**config.mk**
```make
export PLATFORM = sky130hd
export DESIGN_NAME = mul2x2_dot_accumulator
export DESIGN_NICKNAME = d
export VERILOG_FILES = /design/src/rtl/mul2x2_pkg.sv /design/src/rtl/mul2x2_dot_accumulator_mult.sv /design/src/rtl/mul2x2_dot_accumulator.sv
export SDC_FILE = /design/constraint.sdc
export NUM_CORES = 1
export LEC_CHECK = 0
export ABC_AREA = 1
export CAP_MARGIN = 15
export CORE_UTILIZATION = 51
export CTS_CLUSTER_SIZE = 40
export DETAILED_ROUTE_END_ITERATION = 10
export MAX_ROUTING_LAYER = met4
export PLACE_DENSITY = 0.82
export REMOVE_ABC_BUFFERS = 1
export SKIP_LAST_GASP = 1
export SLEW_MARGIN = 20
export SYNTH_ARGS = -nofsm -noshare
export SYNTH_HDL_FRONTEND = slang
export SYNTH_SLANG_ARGS = --single-unit
```
**constraint.sdc**
```tcl
create_clock -name clk -period 2.8 [get_ports clk]
set_input_delay 0.7 -clock clk [delete_from_list [all_inputs] [get_ports clk]]
set_output_delay 0.7 -clock clk [all_outputs]
set_load 0.005 [all_outputs]
```
**src/rtl/mul2x2_pkg.sv**
```systemverilog
// mul2x2_pkg: operand/product widths and FSM state type shared by the dot-product accumulator.
package mul2x2_pkg;
    localparam int OPND_W = 2;
    localparam int PROD_W = 4;
    typedef enum logic {ST_ACCUM, ST_HOLD} dacc_state_t;
endpackage

```
**src/rtl/mul2x2_dot_accumulator_mult.sv**
```systemverilog
// Multiplier2x2: combinational 2-bit by 2-bit unsigned multiplier.
module Multiplier2x2
    import mul2x2_pkg::*;
(
    input  logic [OPND_W-1:0] a,
    input  logic [OPND_W-1:0] b,
    output logic [PROD_W-1:0] p
);
    assign p = PROD_W'(a) * PROD_W'(b);
endmodule

```
**src/rtl/mul2x2_dot_accumulator.sv**
```systemverilog
// mul2x2_dot_accumulator: sums 2x2 products of up to VEC_LEN terms and hands the result over valid/ready.
module mul2x2_dot_accumulator
    import mul2x2_pkg::*;
#(
    parameter int VEC_LEN = 4,
    parameter int ACC_W = 8,
    localparam int CNT_W = $clog2(VEC_LEN + 1)
) (
    input  logic              clk,
    input  logic              rst,
    input  logic [1:0]        a_in,
    input  logic [1:0]        b_in,
    input  logic              in_valid,
    input  logic              in_last,
    output logic              in_ready,
    output logic [ACC_W-1:0]  sum_out,
    output logic [CNT_W-1:0]  sum_count,
    output logic              sum_ovf,
    output logic              sum_valid,
    input  logic              sum_ready
);
    dacc_state_t state;
    logic [PROD_W-1:0] p;
    logic [ACC_W-1:0] acc;
    logic [CNT_W-1:0] cnt;
    logic ovf;
    logic [ACC_W:0] nxt;
    logic accept;
    logic close;

    Multiplier2x2 mult (.a(a_in), .b(b_in), .p(p));

    // top bit of nxt is this term's carry out of the accumulator
    assign nxt = {1'b0, acc} + (ACC_W+1)'(p);
    assign in_ready = !rst && state == ST_ACCUM;
    assign accept = in_valid && in_ready;
    assign close = in_last || cnt == CNT_W'(VEC_LEN - 1);

    always_ff @(posedge clk) begin
        if (rst) begin
            state <= ST_ACCUM;
            acc <= '0;
            cnt <= '0;
            ovf <= 1'b0;
            sum_out <= '0;
            sum_count <= '0;
            sum_ovf <= 1'b0;
            sum_valid <= 1'b0;
        end else if (state == ST_ACCUM) begin
            if (accept) begin
                acc <= nxt[ACC_W-1:0];
                cnt <= cnt + 1'b1;
                ovf <= ovf | nxt[ACC_W];
                if (close) begin
                    state <= ST_HOLD;
                    sum_out <= nxt[ACC_W-1:0];
                    sum_count <= cnt + 1'b1;
                    sum_ovf <= ovf | nxt[ACC_W];
                    sum_valid <= 1'b1;
                end
            end
        end else if (sum_ready) begin
            state <= ST_ACCUM;
            acc <= '0;
            cnt <= '0;
            ovf <= 1'b0;
            sum_valid <= 1'b0;
        end
    end
endmodule

```
# Word-level counts from Yosys, hierarchy flattened
# Index checks and enable logic that the tools add are counted.
[totals] reg_bits=26 word_cells=40
[classes] addsub=2 n_mul=1 n_eq_ne=2 n_mux=16 bitwise=2 n_reduce_logical=9
[ops] cell="$mux W8" count=3
[ops] cell="$mux W1" count=10
[ops] cell="$add A8 B4 Y9" count=1
[ops] cell="$mux W3" count=3
[ops] cell="$reduce_and A3 Y1" count=2
[ops] cell="$mul A2 B2 Y4" count=1
[ops] cell="$reduce_bool A2 Y1" count=2
[ops] cell="$add A3 B1 Y3 const B" count=1
[ops] cell="$eq A3 B2 Y1 const B" count=1
[ops] cell="$logic_and A1 B1 Y1" count=2
[ops] cell="$ne A2 B2 Y1 const B" count=1
[ops] cell="$reduce_and A2 Y1" count=1
[ops] cell="$logic_not A1 Y1" count=1
[ops] cell="$logic_or A1 B1 Y1" count=1
[ops] cell="$not A1 Y1" count=1
[ops] cell="$or A1 B1 Y1" count=1

# Depth between registers and ports, before layout
[logic_depth] ltp_word=5 depth_mapped=13 ltp_nobuf=13

# Modules after synthesis
# A second synthesis with hierarchy kept.
[hier_totals] cells_unflattened=164 area_unflattened_um2=1357.6
[modules_own_cells] module="mul2x2_dot_accumulator" n_inst=1 cells_each=154 area_per_inst_um2=1302.5
[modules_own_cells] module="Multiplier2x2" n_inst=1 cells_each=10 area_per_inst_um2=55.1

# Least setup slack after synthesis
# Ideal clock, no wire load.
[synth_path] path_kind="input port to flip-flop" start="input a_in[0]" end="register sum_out[7]" setup_time_ps=109 arrival_ps=2305 required_time_ps=2691 path_slack_ps=386 cell_stages=13 path_buffers=0 path_cell_list="nand2_1 -> inv_1 -> fa_1 -> ha_1 -> fa_1 -> nand2_1 -> nand2_1 -> nand2_1 -> nand2_1 -> nand2_1 -> nand2_1 -> nand2_1 -> inv_1"
[synth_between] elab_chain_cells=2
[synth_rtl] element="start, declared" line="mul2x2_dot_accumulator.sv:11" rtl="input logic [1:0] a_in,"
[synth_rtl] element="$mul A2 B2 Y4" line="mul2x2_dot_accumulator_mult.sv:9" rtl="assign p = PROD_W'(a) * PROD_W'(b);"
[synth_rtl] element="$add A8 B4 Y9" line="mul2x2_dot_accumulator.sv:34" rtl="assign nxt = {1'b0, acc} + (ACC_W+1)'(p);"
[synth_rtl] element="end signal, assigned" line="mul2x2_dot_accumulator.sv:56" rtl="sum_out <= nxt[ACC_W-1:0];"
[synth_rtl] element="end, declared" line="mul2x2_dot_accumulator.sv:16" rtl="output logic [ACC_W-1:0] sum_out,"
# Every way passes these cells.
# A chain may end at the register's enable or synchronous reset.

# Worst setup path in the final report
[layout_path] start="input a_in[0]" end="register sum_out[5]"
# The elaborated chain is that of the path after synthesis.

==> metrics <==
status=finished clean; Antenna diodes=0; EDFF count, synth=0; Final Hold Fails=0; Final TNS setup=0 ns; GR met2 Demand/Resource=0.378; Synth Flop Type=dfxtp_1; Die X=52.8 um; final-layout fill cell count=221; TritonCTS buffer count=3; initial core utilization=0.537; wire per inst=12.0 um; post-layout instance area=1620 um2; CTS root buf=clkbuf_4; Final Wtd Congestion=0.886; minimum clock period=2.58 ns; Final ANT Viol Nets=0; number of port buffers=22; fmax=388 MHz; Final setup viols=0; Avg Cell Area, Syn=7.40 um2; area leader, netlist=dfxtp_1; num ports=23; Async S/R FF share, synth=0; final slew viol count=0; largest net degree at the start of global routing=18; vias per inst=5.04; htree depth=1; Synth cell types=22; Post-DP HPWL=1980 um; most frequent cell after synthesis=nand2_1; Setup crit start kind=input port; non-filler cells, final=233; Tot GR Track Use=0.231; Synth top cells by count=nand2_1 (64), dfxtp_1 (26), inv_1 (25), a21oi_1 (18), nand3_1 (12); met3 Use GR=0.0377; worst slew pin tran=0.256 ns; clock latency on the worst-skew pair=0.34 ns; gr busiest metal=met2; Syn Inst Count=178; crit end category=flip-flop; pwr dens=492 nW/um2; Period Utilization, post-route=0.921; vias in the first global route=1077; max cap viols=0; first drt pass iteration count=4; first-pass GRT wire length=4570 um; maximum vdd drop=0.000437 V; min-delay worst type=flip-flop to flip-flop; initial antenna violation count=0; synth top area cells=dfxtp_1 (40%), nand2_1 (18%), inv_1 (7.1%); met1 Use GR=0.276; FP Rows=18; DIE AREA=2790 um2; Vias=1175; DP Cell Count=229; Final Util=0.660; Slew HR=0.829; Area Growth Syn to Fin=23.0%; share of the synthesized area in the top cell type=0.395; nets=222; deepest clock path buffer count=2; DP Area=1560 um2; Mapped Area=1320 um2; Die Ht=52.8 um; total gr overflow=0; clock slew at reported path FFs=0.15 ns; crit path DAT=2.83 ns; DR iter-0 viols=20; Synth Warn #=0; CTS tree=yes; Core ar.=2450 um2; kind of critical path=input port to flip-flop; Worst Clk Skew=0.00491 ns; Static Leakage=0.000755 uW; #FFs+latches synth=26; layout cells sized above 1=0.0936; Sink Count=26; sequential cell area fraction in the yosys report=0.395; unrepaired setup endpoints after global routing=false; hold-fix buffer count after cts=0; peak fanout along the critical path=4; final WL=2800 um; Critical Path RT=3.05 ns; number of remaining DRC errors=0
-- routing by layer --
metal  share of wire  vias to the layer above
met5               0                        -
met4           0.020                        0
met3           0.047                        8
met2            0.47                       44
met1            0.46                      517
li1                -                      606
-- layout by cell type (no fill, tap or decap), drive strengths merged, types with 2 or more instances in the layout --
cell           synthesis  routed
inv                   28      28
clkdlybuf4s50          0      22
nand2                 67      67
buf                    4       4
o21ai                  3       3
ha                     7       7
fa                     2       2
nand3                 12      12
clkbuf                 1       3
a21oi                 19      19
dfxtp                 26      26
nor2                   5       5
-- path summary, 6_finish.rpt --
| kind | startpoint | endpoint | slack, ns | depth (start not counted) |
|---|---|---|---|---|
| max | a_in[0] | sum_out[5] | 0.22 | 12 |
| min | sum_valid | sum_valid | 0.47 | 2 |
| max reg2reg | acc[1] | sum_out[5] | 0.77 | 9 |
| min reg2reg | sum_valid | sum_valid | 0.47 | 2 |
-- through the flow --
step                total power, uW  setup WS [ns]  hold WS, ns
floorplan                       475          0.382        0.423
global placement                527         -0.137        0.437
detailed placement              532         -0.230        0.456
CTS                             803          0.139        0.477
global route                    826         0.0229        0.494
finish                          797          0.221        0.474
-- power by group --
part,switching [uW],total (uW),internal [uW]
clock network,123,268,145
registers,10.6,399,388
logic,68.3,129,61.0
total,202,797,594
-- final cells by class --
cell class / instances / area (um2) / share of cell area
multi-input combinational: 119 / 652 / 0.402
sequential: 26 / 520 / 0.321
timing repair buffer: 26 / 250 / 0.154
inverter: 28 / 108 / 0.0664
tap: 30 / 37.5 / 0.0232
clock inverter: 1 / 30.0 / 0.0185
clock buffer: 3 / 22.5 / 0.0139
-- cell families (layout without fill, tap and decap cells) --
| logic type | after synthesis | in the layout | share of synthesized area |
|---|---|---|---|
| xor gates and xnor gates | 1 | 1 | 0.00665 |
| buffers and inverters | 33 | 58 | 0.114 |
| AOI/OAI and AO/OA | 24 | 24 | 0.0969 |
| DFF | 26 | 26 | 0.395 |
| adders and majority gates | 9 | 9 | 0.0969 |
| and+or+nand+nor | 85 | 85 | 0.291 |
-- worst max-delay path: stages --
cell	delay, ns
clkdlybuf4s50_1	0.47
nand2_1	0.05
inv_1	0.07
fa_1	0.42
ha_2	0.21
fa_2	0.36
nand2_1	0.08
nand2_1	0.10
nand2_1	0.08
nand2_1	0.06
a21oi_1	0.15
nor2_1	0.06
-- registers in the layout, indices dropped and copies added (netlist names) --
name	count
sum_ovf	1
cnt	3
ovf	1
sum_count	3
sum_out	8
state	1
sum_valid	1
acc	8
-- timing repair --
item                                    CTS  global route
resized for setup                         0             2
setup buffers                             0             0
endpoints found under the setup margin    0             2
No activity file was read; power rests on OpenSTA's default activity.
